<file path="config.mk">
export PLATFORM = sky130hd
export DESIGN_NAME = alu_logic_ctrl
export DESIGN_NICKNAME = d
export VERILOG_FILES = /design/src/rtl/alu_logic_pkg.sv /design/src/rtl/nbit_logic_bank.sv /design/src/rtl/alu_logic_ctrl.sv
export SDC_FILE = /design/constraint.sdc
export NUM_CORES = 1
export LEC_CHECK = 0
export BUFFER_PORTS_ARGS = -buffer_cell sky130_fd_sc_hd__buf_2
export CAP_MARGIN = 20
export CORE_ASPECT_RATIO = 1.25
export CORE_MARGIN = 1.5
export CORE_UTILIZATION = 48
export DETAILED_ROUTE_END_ITERATION = 16
export PLACE_DENSITY = 0.71
export SLEW_MARGIN = 20
export SYNTH_ARGS = -nofsm -noshare
export SYNTH_HDL_FRONTEND = slang
export SYNTH_HIERARCHICAL = 1
export SYNTH_SLANG_ARGS = --single-unit
</file>
<file path="constraint.sdc">
create_clock -name clk -period 4.4 [get_ports clk]
set_input_delay 0.22 -clock clk [delete_from_list [all_inputs] [get_ports clk]]
set_output_delay 0.22 -clock clk [all_outputs]
set_load 0.05 [all_outputs]
</file>
<file path="src/rtl/alu_logic_pkg.sv">
// Shared constants for the logic-gate ALU slice.
// Opcodes and controller FSM encoding.
package alu_logic_pkg;

  localparam int OP_W = 3;

  localparam logic [OP_W-1:0] OP_NOT     = 3'd0;
  localparam logic [OP_W-1:0] OP_AND     = 3'd1;
  localparam logic [OP_W-1:0] OP_OR      = 3'd2;
  localparam logic [OP_W-1:0] OP_NAND    = 3'd3;
  localparam logic [OP_W-1:0] OP_NOR     = 3'd4;
  localparam logic [OP_W-1:0] OP_XOR     = 3'd5;
  localparam logic [OP_W-1:0] OP_XNOR    = 3'd6;
  localparam logic [OP_W-1:0] OP_ILLEGAL = 3'd7;

  typedef enum logic [1:0] {
    ST_IDLE = 2'd0,
    ST_EXEC = 2'd1,
    ST_DONE = 2'd2
  } state_t;

endpackage

</file>
<file path="src/rtl/nbit_logic_bank.sv">
// Bank of n-bit bitwise gates with an opcode-selected output.
// Purely combinational; illegal opcodes yield zero plus err.
module nbit_logic_bank
  import alu_logic_pkg::*;
#(
  parameter int WIDTH = 4
) (
  input  logic [WIDTH-1:0] a,
  input  logic [WIDTH-1:0] b,
  input  logic [OP_W-1:0]  op,
  output logic [WIDTH-1:0] result,
  output logic             err
);

  logic [WIDTH-1:0] w_not;
  logic [WIDTH-1:0] w_and;
  logic [WIDTH-1:0] w_or;
  logic [WIDTH-1:0] w_nand;
  logic [WIDTH-1:0] w_nor;
  logic [WIDTH-1:0] w_xor;
  logic [WIDTH-1:0] w_xnor;

  assign w_not  = ~a;
  assign w_and  = a & b;
  assign w_or   = a | b;
  assign w_nand = ~(a & b);
  assign w_nor  = ~(a | b);
  assign w_xor  = a ^ b;
  assign w_xnor = ~(a ^ b);

  always_comb begin
    result = '0;
    err    = 1'b0;
    case (op)
      OP_NOT:  result = w_not;
      OP_AND:  result = w_and;
      OP_OR:   result = w_or;
      OP_NAND: result = w_nand;
      OP_NOR:  result = w_nor;
      OP_XOR:  result = w_xor;
      OP_XNOR: result = w_xnor;
      default: err = 1'b1;
    endcase
  end

endmodule

</file>
<file path="src/rtl/alu_logic_ctrl.sv">
// Command sequencer for the logic gate bank: accept, execute,
// then hold a registered result until the consumer takes it.
module alu_logic_ctrl
  import alu_logic_pkg::*;
#(
  parameter int WIDTH = 4,
  parameter int CNT_W = 16
) (
  input  logic             clk,
  input  logic             rst_n,
  input  logic             in_valid,
  output logic             in_ready,
  input  logic [2:0]       in_op,
  input  logic [WIDTH-1:0] in_a,
  input  logic [WIDTH-1:0] in_b,
  output logic             out_valid,
  input  logic             out_ready,
  output logic [WIDTH-1:0] out_result,
  output logic             out_zero,
  output logic             out_ones,
  output logic             out_err,
  output logic [CNT_W-1:0] op_count
);

  state_t           r_state;
  state_t           w_next;
  logic [OP_W-1:0]  r_op;
  logic [WIDTH-1:0] r_a;
  logic [WIDTH-1:0] r_b;
  logic [WIDTH-1:0] r_result;
  logic             r_zero;
  logic             r_ones;
  logic             r_err;
  logic             r_valid;
  logic [CNT_W-1:0] r_cnt;
  logic [WIDTH-1:0] w_res;
  logic             w_err;

  nbit_logic_bank #(.WIDTH(WIDTH)) u_bank (
    .a      (r_a),
    .b      (r_b),
    .op     (r_op),
    .result (w_res),
    .err    (w_err)
  );

  always_comb begin
    w_next = r_state;
    case (r_state)
      ST_IDLE: if (in_valid) w_next = ST_EXEC;
      ST_EXEC: w_next = ST_DONE;
      ST_DONE: if (out_ready) w_next = ST_IDLE;
      default: w_next = ST_IDLE;
    endcase
  end

  always_ff @(posedge clk) begin
    if (!rst_n) begin
      r_state  <= ST_IDLE;
      r_op     <= '0;
      r_a      <= '0;
      r_b      <= '0;
      r_result <= '0;
      r_zero   <= 1'b0;
      r_ones   <= 1'b0;
      r_err    <= 1'b0;
      r_valid  <= 1'b0;
      r_cnt    <= '0;
    end else begin
      r_state <= w_next;
      r_valid <= (w_next == ST_DONE);
      if (r_state == ST_IDLE && in_valid) begin
        r_op <= in_op;
        r_a  <= in_a;
        r_b  <= in_b;
      end
      // Errored ops never report all-ones, even at WIDTH where 0 could alias.
      if (r_state == ST_EXEC) begin
        r_result <= w_res;
        r_zero   <= (w_res == '0);
        r_ones   <= !w_err && (w_res == {WIDTH{1'b1}});
        r_err    <= w_err;
      end
      if (r_state == ST_DONE && out_ready)
        r_cnt <= r_cnt + 1'b1;
    end
  end

  assign in_ready   = (r_state == ST_IDLE);
  assign out_valid  = r_valid;
  assign out_result = r_result;
  assign out_zero   = r_zero;
  assign out_ones   = r_ones;
  assign out_err    = r_err;
  assign op_count   = r_cnt;

endmodule
</file>
==> results of run 1 <==
power groups by stage:
stage / registers, mW / logic (mW) / clock network, mW
finish: 0.360 / 0.105 / 0.310
global route: 0.363 / 0.116 / 0.329
CTS: 0.360 / 0.106 / 0.317
detailed placement: 0.368 / 0.105 / 0
global placement: 0.368 / 0.104 / 0
floorplan: 0.377 / 0.0750 / 0
path summary, 6_finish.rpt:
kind / slack [ns] / endpoint / depth (start not counted) / from
setup / recovery: 2.44 / out_zero / 6 / r_op[0]
hold / removal: 0.17 / r_a[3] / 3 / in_a[3]
hold reg to reg: 0.46 / out_result[1] / 2 / out_result[1]
setup reg to reg: 2.44 / out_zero / 6 / r_op[0]
cell families (layout without fill, tap and decap cells):
family / count (synthesis) / in the layout / synth area share
simple gates: 98 / 98 / 0.272
compound gates: 40 / 40 / 0.154
flops: 37 / 37 / 0.370
buf+inv: 23 / 58 / 0.0587
mux: 10 / 10 / 0.0500
fa+ha+maj: 9 / 9 / 0.0562
xor+xnor: 9 / 9 / 0.0394
registers in the layout, indices dropped and copies added, names as in the netlist:
signal	flops
r_a	4
out_err	1
r_op	3
out_result	4
out_ones	1
r_b	4
op_count	16
r_state	2
out_valid	1
out_zero	1
stage by stage:
step           area [sq um]  utilization
2_1_floorplan          2000            -
3_3_place_gp           2190        0.543
3_5_place_dp           2190        0.543
4_1_cts                2310        0.573
5_1_grt                2310        0.573
6_report               2310        0.573
critical path: cells and delay by family (launching register included):
| family | cells | cell delay [ns] |
|---|---|---|
| AOI/OAI and AO/OA | 3 | 0.43 |
| DFF | 1 | 0.76 |
| and+or+nand+nor | 3 | 0.70 |
layout by cell type (no fill, tap or decap), types with 4 or more instances in the layout:
cell type and instances:
inv_1 11, mux2i_1 10, nand2_1 45, buf_2 39, o21a_1 4, nand2b_1 5
nor2_1 6, ha_1 9, o211ai_1 4, xor2_1 6, dfxtp_1 37, a21boi_0 17
and2_1 10, clkbuf_8 6
area by class of cell:
cell class / instances / area share
clock inverter: 2 / 0.0162
multi-input combinational: 166 / 0.495
clock buffer: 6 / 0.0357
sequential: 37 / 0.320
tap: 56 / 0.0303
inverter: 11 / 0.0179
timing repair buffer: 39 / 0.0844
layer usage:
metal / up-vias / GRT usage / wire length, microns
met1: 749 / 0.234 / 1810
met2: 29 / 0.303 / 1840
met3: 6 / 0.0430 / 130
met4: 0 / 0.0652 / 56
met5: - / 0 / 0
li1: 841 / - / -
==> results list, run 1 <==
- Total power per unit cell area: 335 nW/um^2
- Slew at the pin with the worst max-slew slack: 0.676 ns
- The most numerous cell type found on the critical path is o211ai_1.
* Final Hold Violating Endpoints: 0
* Cts repair resizes: 0
- Outcome: finished, final reports clean
- Summed over all nets, the switching power comes to 0.203 mW.
* Largest fanout of any net on the critical path: 22
* Count of flip-flops with a built-in enable after synthesis: 0
- After layout, the minimum clock period comes to 1.96 ns.
- For this run, asynchronously set or reset flops after synthesis account for 0.
- The share of total power dissipated in sequential elements is 0.465.
- Number of nets in the final layout: 284
* Worst-path clk slew: 0.08 ns
* Number of unique standard cell types used by synthesis: 44
* Final Non-Filler Cells: 317
* Share of layout cells above drive strength 1: 0.222
- Synth Flop Type: dfxtp_1
- In the routed design, unresolved DRC markers number 0.
* Average footprint of a synthesized cell: 8.86 sq um
* Maximum clock skew at final layout: 0.00780 ns
- Type of the worst min-delay path: primary input to flip-flop
- Chip Height: 75.2 microns
* Cell types occupying the most area after synthesis: dfxtp_1, nand2_1, a21boi_0, ha_1, mux2i_1
- Peak per-stage delay on the critical path: 0.76 ns
* Leakage power of the design: 1.02 nW
* Count of mapped cells out of synthesis: 226
- Fill cell instance count of the final layout: 395
- Vias in the first global route: 1452
- The share of total power dissipated in combinational logic is 0.135.
- Full die area: 4570 sq um
* Setup tns final: 0 ns
* Chain of cells forming the critical path: or2b_1 > o211ai_1 > o211ai_1 > nor4_1 > nand2_1 > a21boi_0
* Worst endpoint required time: 4.62 ns
- Yosys warnings: 6
* Most repeated cell in the gate-level netlist after synthesis: nand2_1
* Worst slack at placement: 2.48 ns
* Total CTS buffers: 5
- Post-layout total power: 0.775 mW
- Core region area: 4030 sq um
- Number of maximum-capacitance constraint violations: 0
- The worst pin sits at a relative slew slack of 0.549.
- Synthesis inferred 37 register bits.
- Setup repair after global routing left no endpoint under its margin.
* Post-CTS setup buffer count: 0
- The share of synthesized area in the top cell type comes to 0.370.
* Maximum achievable frequency: 511 MHz
- Share of the yosys chip area belonging to registers: 0.370
- Of the total power, the share spent switching nets is 0.262.
- By count the netlist is led by nand2_1, dfxtp_1, a21boi_0.
- Arr. time, crit path: 2.18 ns
* Number of placed I/O pins: 40
- Starting utilization of the core area: 0.497
- Once placement completed, the tool counted placed cells totaling 309.
- Total number of vias: 1625
- Part of the power in the clock network: 0.400
* Area of the multi-input gates: 1140 sq um
* Internal Power: 0.571 mW
- The number of antenna diodes in the final layout is 0.
* Post-route ant nets: 0
* Peak supply drop: 0.000243 V
* Area taken by flip-flops and latches: 741 sq um
- Largest net degree at the start of global routing: 42
- The total overflow left after global routing is 0.
- In this run the horizontal extent of the chip is 60.8 microns.
* CTS Hold Bufs: 0
- The routed design has 3.85 mm of wire.
* Drt initial violations: 43
* GR Util All Layers: 0.184
- First-pass GRT wire length: 6.34 mm
- The congestion estimate from routability-driven global placement came to 0.775.
* Ratio of routed vias to standard cells: 5.13
- Worst-case clock buffer depth: 2
* Max-slew violation total from the final report: 0
- Area growth from synthesis to final layout: 15.4%
* Routed length per placed instance: 12.1 microns
- The number of antenna violations at the first check in global routing came to 0.
- After legalization and detailed placement, the total HPWL measured 2.75 mm.
* Deepest level of the CTS H-tree: 2
* Std-Cell Rows: 26
* Least setup slack across all paths after layout: 2.44 ns
- For this run, the detailed router's first-pass iteration total came to 4.
- I/O Buffers: 39
* Cell Area, Synth: 2000 sq um
- Clock tree from TritonCTS: done
- Category of the critical setup timing path: flip-flop to flip-flop
* Synth Net Count: 250
* Post-Route Hold Slack: 0.169 ns
- Number of clock sinks: 37
- Post-route clock period utilization: 0.445
- Clock tree synthesis selected as its root buffer the cell clkbuf_8.
* Sort of element at the end of the critical path: flip-flop
- Largest area contributor in the synthesized netlist: dfxtp_1
* Later-pin clock latency in the skew report: 0.29 ns
* Final setup violation count: 0
- The worst setup path is launched from a flip-flop.
* Master of the slowest instance on the critical path: dfxtp_1
No activity file was read; power rests on OpenSTA's default activity.
==> run 2: changes to the inputs <==
- PLACE_DENSITY: 0.71 -> 0.74
- clock period: 4.4 -> 1.57 ns (I/O delays scaled with it)
==> run 2 against run 1 <==
Effect of this change:
- the run now ends with negative setup slack left
- hold slack got worse by 0.15 ns
- wire length rose by 4.8%
- non-clock buffer count is 19 higher
- clock-buffer cell count decreased by 1
- clock power rose to 3.3 times the previous value
- total power increased to 3.1 times the previous value
- largest cell class unchanged
==> results list, run 2 (synthesis results as in run 1) <==
- Outcome: complete, but fails checks
* Violated checks: negative setup slack
- Of the total power, the clock network draws 0.420.
* Slew at the pin with the worst max-slew slack: 0.435 ns
- Setup repair after global routing missed its margin: yes
- The startpoint identified for the worst hold timing path is in_a[0].
- Antenna violations before repair: 0
* Maximum clock skew at final layout: 0.00663 ns
- The clock passes through at most 2 buffers.
- Detailed routing inserted a total of 1719 vias.
* Post-route clock period utilization: 1.10
- Setup tns final: -0.311 ns
* GR Util All Layers: 0.198
- After detailed routing, the total wire length is 4.03 mm.
- For this design the static power due to leakage is 1.15 nW.
- In this run the critical register-to-register path is launched from r_a[0].
* Worst endpoint required time: 1.81 ns
- Counting the buffers created by CTS gives 5.
- Post-layout total power: 2.41 mW
* Ratio of routed vias to standard cells: 5.12
- Number of maximum-capacitance constraint violations: 0
* Post-route ant nets: 0
- The total count of hold-check failures in the final report is 0.
- The min-delay analysis places its worst path in the category primary input to flip-flop.
- Total DRC errors in the routed layout: 0
- For this run, the detailed router's first-pass iteration total came to 4.
- Timing analysis after detailed placement gives a worst setup slack of -0.253 ns.
- In the final layout, the share of cells above drive strength 1 is 0.400.
* Grt total ovfl: 0
- Worst-path clk slew: 0.08 ns
- Category of the critical setup timing path: flip-flop to flip-flop
- The area growth from synthesis to layout is 29.0%.
- The first global-routing pass estimated 6.80 mm of wire.
- Vias in the first global route: 1593
- Later-pin clock latency in the skew report: 0.30 ns
- The tightest hold path in the finished design has a slack of 0.0151 ns.
- The max-slew violation total from the final report came to 0.
- Portion of total power attributed to sequential cells: 0.418
- Internal reg-to-reg setup slack: -0.15 ns
- The worst register-to-register path has a depth of 9.
- In this run the vertical extent of the chip is 75.2 microns.
- Starting utilization of the core area: 0.497
- STA classifies the critical path startpoint as a flip-flop.
* DIE WIDTH: 60.8 microns
- Routed length per placed instance: 12.0 microns
- Least setup slack across all paths after layout: -0.153 ns
- CTS built an H-tree with a depth of 2.
- The region available for standard cell placement spans 4030 sq um.
- The floorplan has 26 rows.
- Cell internal power was estimated by the tool at 1.79 mW.
* Largest net degree at the start of global routing: 28
- CTS Hold Bufs: 0
- The worst path in the final design needs a cycle of 1.72 ns, including I/O delays and setup.
- The clock net in this run drives a total of 37 sinks.
* NetSw: 0.620 mW
- Drt initial violations: 28
- Routability Congestion: 0.777
* I/O Buffers: 39
- Net switching fraction of the power: 0.257
* Arr. time, crit path: 1.96 ns
* Number of antenna diodes: 0
- The share of total power dissipated in combinational logic is 0.162.
* Sort of element at the end of the critical path: flip-flop
- The floorplan step defined a die boundary enclosing 4570 sq um.
* Final setup violation count: 4
- Most common cell after layout, fill and taps aside: nand2_1
- Measured against its own limit, the worst slew margin works out to 0.710.
- Maximum achievable frequency: 580 MHz
* Top library cells by usage in the layout, fill and taps aside: nand2_1, buf_2, dfxtp_1, buf_4, dfxtp_2
- For this design the top-level I/O count stands at 40.
* Clock tree root driver cell: clkbuf_8
* Largest register FFs: 16
* End point of the most critical hold path: r_a[0]
- The HPWL after detailed placement is 2.84 mm.
* Peak supply drop: 0.000583 V
- Worst r2r dst: out_zero
- Of all nets on the critical path, the largest fanout is 2.
* Hold Path Depth: 3
- In this run the power density over the cells is 932 nW/um^2.
- TritonCTS built the clock tree.
* Number of nets in the final layout: 303
[run 2: cell types whose count changed in the layout (fill, tap and decap cells not counted), moves of 5 or more]
cell / before / now
dfxtp_1: 37 / 18
buf_4: 0 / 18
dfxtp_2: 0 / 17
inv_1: 11 / 5
inv_2: 0 / 6
a21boi_0: 17 / 12
ha_1: 9 / 4
ha_4: 0 / 5
[run 2: per-stage QoR]
stage           util  instances  instance area, sq um
2_1_floorplan      -        226                  2020
3_3_place_gp   0.579        326                  2330
3_5_place_dp   0.579        326                  2330
4_1_cts        0.629        334                  2540
5_1_grt        0.641        336                  2580
6_report       0.641        336                  2580
[run 2: worst max path at each step]
stage	slack [ns]	depth (start not counted)	end	start
after floorplan	-0.11	9	out_ones	r_a[2]
after global placement	-0.17	7	out_ones	r_op[0]
after detailed placement	-0.25	7	out_ones	r_op[0]
after CTS	-0.15	9	out_ones	r_a[0]
after global routing	-0.26	9	out_zero	r_b[0]
final	-0.15	9	out_zero	r_a[0]
[run 2: worst max-delay path: stages, from the launching register on]
cell and delay, ns:
dfxtp_2 0.33, buf_6 0.11, ha_4 0.14, or2b_1 0.24, o211ai_1 0.09, o211ai_1 0.16, buf_4 0.18, nor4_2 0.25
nand2_1 0.07, a21boi_1 0.11
[run 2: what timing repair did]
action	CTS	global route
endpoints found under the setup margin	6	6
pin swaps	6	6
buffers inserted	0	2
resized for setup	21	12
[run 2: routing by layer]
metal  share of wire  GRT usage  routed length (microns)
met2            0.48      0.332                     1940
met4           0.015     0.0628                       59
met5               0          0                        0
met3           0.042     0.0670                      170
met1            0.46      0.236                     1860
[run 2: final cells by class]
type / instances / area, sq um
clock inverter: 3 / 68.8
sequential: 37 / 769
clock buffer: 5 / 68.8
timing repair buffer: 58 / 342
inverter: 11 / 41.3
multi-input combinational: 166 / 1220
tap: 56 / 70.1
fill: 375 / 1450
[run 2: power by group through the flow]
stage               Sequential (mW)  Clock, mW  Combinational (mW)
finish                         1.01       1.01               0.390
global route                   1.01       1.08               0.428
CTS                            1.01       1.03               0.365
detailed placement             1.02          0               0.345
global placement               1.02          0               0.340
floorplan                      1.06          0               0.210
==> run 3: changes to the inputs <==
- SETUP_SLACK_MARGIN: not set -> 0.2
==> run 3 against run 2 <==
Effect of this change:
- the run still ends with negative setup slack left
- largest power group unchanged
- wire length is 3.2% higher
- via count is 0.93% lower
- setup slack worse by 0.084 ns
- cell area is 3.5% higher
==> results list, run 3 (synthesis results as in run 1) <==
* Outcome: complete, but fails checks
- The checks that failed: negative setup slack.
- The max-slew violation total from the final report came to 0.
* Maximum achievable frequency: 553 MHz
- Top library cells by usage in the layout, fill and taps aside: nand2_1, buf_2, buf_4
* Maximum clock skew at final layout: 0.00466 ns
- Deepest level of the CTS H-tree: 2
- Clock tree root driver cell: clkbuf_8
- Once detailed placement completed, the half-perimeter wirelength came to 2.87 mm.
- Reg2reg path depth: 9
* Routability Congestion: 0.746
- Grt total ovfl: 0
* Sort of element at the end of the critical path: flip-flop
- Clock-pin slew was measured on the worst setup and hold paths at 0.07 ns.
- Slew headroom: 0.750
- Slew at the pin with the worst max-slew slack: 0.374 ns
- The die is 60.8 microns wide.
- Dividing the final minimum period by the clock period gives 1.15.
- The setup check on the worst reg-to-reg path leaves a slack of -0.24 ns.
- Antenna violations before repair: 0
* Post-route ant nets: 0
- The worst setup path is launched from a flip-flop.
* Ratio of routed vias to standard cells: 5.07
- The register with the most flip-flops in the layout has 16 of them.
- The first detailed-routing pass took 4 iterations.
- Buffers inserted during clock tree synthesis total 5.
* Peak supply drop: 0.000564 V
- Category of the critical setup timing path: flip-flop to flip-flop
- First-pass GRT wire length: 6.61 mm
- For this block, the routed nets add up to 4.16 mm of wire.
- Later-pin clock latency in the skew report: 0.29 ns
- Clock tree from TritonCTS: done
- At the worst endpoint, the required time is 1.79 ns.
- Type of the worst min-delay path: primary input to flip-flop
- Arr. time, crit path: 2.03 ns
* Least setup slack across all paths after layout: -0.237 ns
- Setup violations remaining at the end of the flow were counted as 6.
- Number of maximum-capacitance constraint violations: 0
- After detailed routing, the average wire length per cell comes to 12.4 microns.
- In this run the worst setup path terminates at out_ones.
- The core region is 4030 sq um.
- OpenSTA, run right after detailed placement, puts the worst setup slack at -0.179 ns.
- Startpoint of the lowest-slack register-to-register path: r_b[2]
* Setup tns final: -0.540 ns
- Setup repair after global routing could not meet its margin everywhere.
- The layout has 351 filler cells.
- The final route contains 1703 vias.
- The floorplan has 26 rows.
- For this configuration, the core starts out at a cell density of 0.497.
- In the final design database the tool counted 303 nets.
- Total power per unit cell area: 843 nW/um^2
* Number of placed I/O pins: 40
- I/O Buffers: 39
- Of the cells placed in the final design, the portion with a size suffix greater than 1 is 0.464.
- Entering global routing, the biggest net connects 28 pins.
- Overall power consumption after layout is estimated at 2.25 mW.
- The finished layout holds 336 standard cells, fillers aside.
- GR Util All Layers: 0.192
- Final Hold Violating Endpoints: 0
* Number of antenna diodes: 0
- In this run the worst setup path begins at r_b[2].
- Worst-case clock buffer depth: 2
- The area growth from synthesis to layout is 33.6%.
* Leakage power of the design: 1.15 nW
- The clock net in this run drives a total of 37 sinks.
- Total DRC errors in the routed layout: 0
* Cell total after placement: 324
- The endpoint identified for the worst register-to-register timing path is out_ones.
- Minimum clock period after layout: 1.81 ns
- In this run the worst path has a maximum fanout of 2.
* CTS Hold Bufs: 0
- The first routing iteration left 64 violations.
- Final hold analysis gives a worst-case slack of 0.0299 ns.
- Chip Height: 75.2 microns
- Full die area: 4570 sq um
* Vias in the first global route: 1563
run 3: cell count changes in the layout (fill, tap and decap cells not counted), sizes merged:
cell,delta
inv,-1
clkbuf,+2
bufinv,-1
run 3: what timing repair did:
action                     4_1_cts  5_1_grt
hold endpoints to repair         0        0
gates resized for setup         19       19
buffers inserted                 3        1
pin swaps                        7       16
setup endpoints to repair       11       12
run 3: cell type report:
| class | instances | area, sq um | area share |
|---|---|---|---|
| Clock buffer | 7 | 86.3 | 0.0323 |
| Inverter | 11 | 41.3 | 0.0154 |
| Timing Repair Buffer | 58 | 354 | 0.132 |
| Clock inverter | 1 | 30.0 | 0.0112 |
| Tap cell | 56 | 70.1 | 0.0262 |
| Multi-Input combinational cell | 166 | 1300 | 0.485 |
| Sequential cell | 37 | 797 | 0.298 |
run 3: how the worst min path moves through the flow:
stage | start | end | slack, ns | cells past startpoint
6_report | in_b[2] | r_b[2] | 0.03 | 3
5_1_grt | in_b[2] | r_b[2] | 0.02 | 3
4_1_cts | in_b[2] | r_b[2] | 0.02 | 3
3_5_place_dp | in_b[0] | r_b[0] | 0.33 | 3
3_3_place_gp | in_a[0] | r_a[0] | 0.32 | 3
2_1_floorplan | in_a[0] | r_a[0] | 0.22 | 2
run 3: critical path: stages, from the launching register on:
cell	delay [ns]
dfxtp_2	0.33
inv_2	0.04
ha_4	0.25
mux2i_1	0.20
o31ai_2	0.10
a221oi_2	0.34
nand4_1	0.15
nor3_1	0.16
a21oi_1	0.06
nor2b_1	0.12
run 3: per-stage QoR:
step | instance area, sq um | util
global route | 2680 | 0.663
global placement | 2390 | 0.592
finish | 2680 | 0.663
floorplan | 2090 | -
CTS | 2600 | 0.644
detailed placement | 2390 | 0.592
run 3: where the power goes:
group | switching [mW] | internal, mW
sequential | 0.0311 | 0.957
clock | 0.331 | 0.518
combinational | 0.229 | 0.189
total | 0.590 | 1.66
run 3: routing by layer:
layer  global-route usage  up-vias  part of all wire
met5                    0        -                 0
met4               0.0676        0             0.014
met3               0.0550        5             0.038
met2                0.330       30              0.50
met1                0.226      792              0.45
li1                     -      876                 -
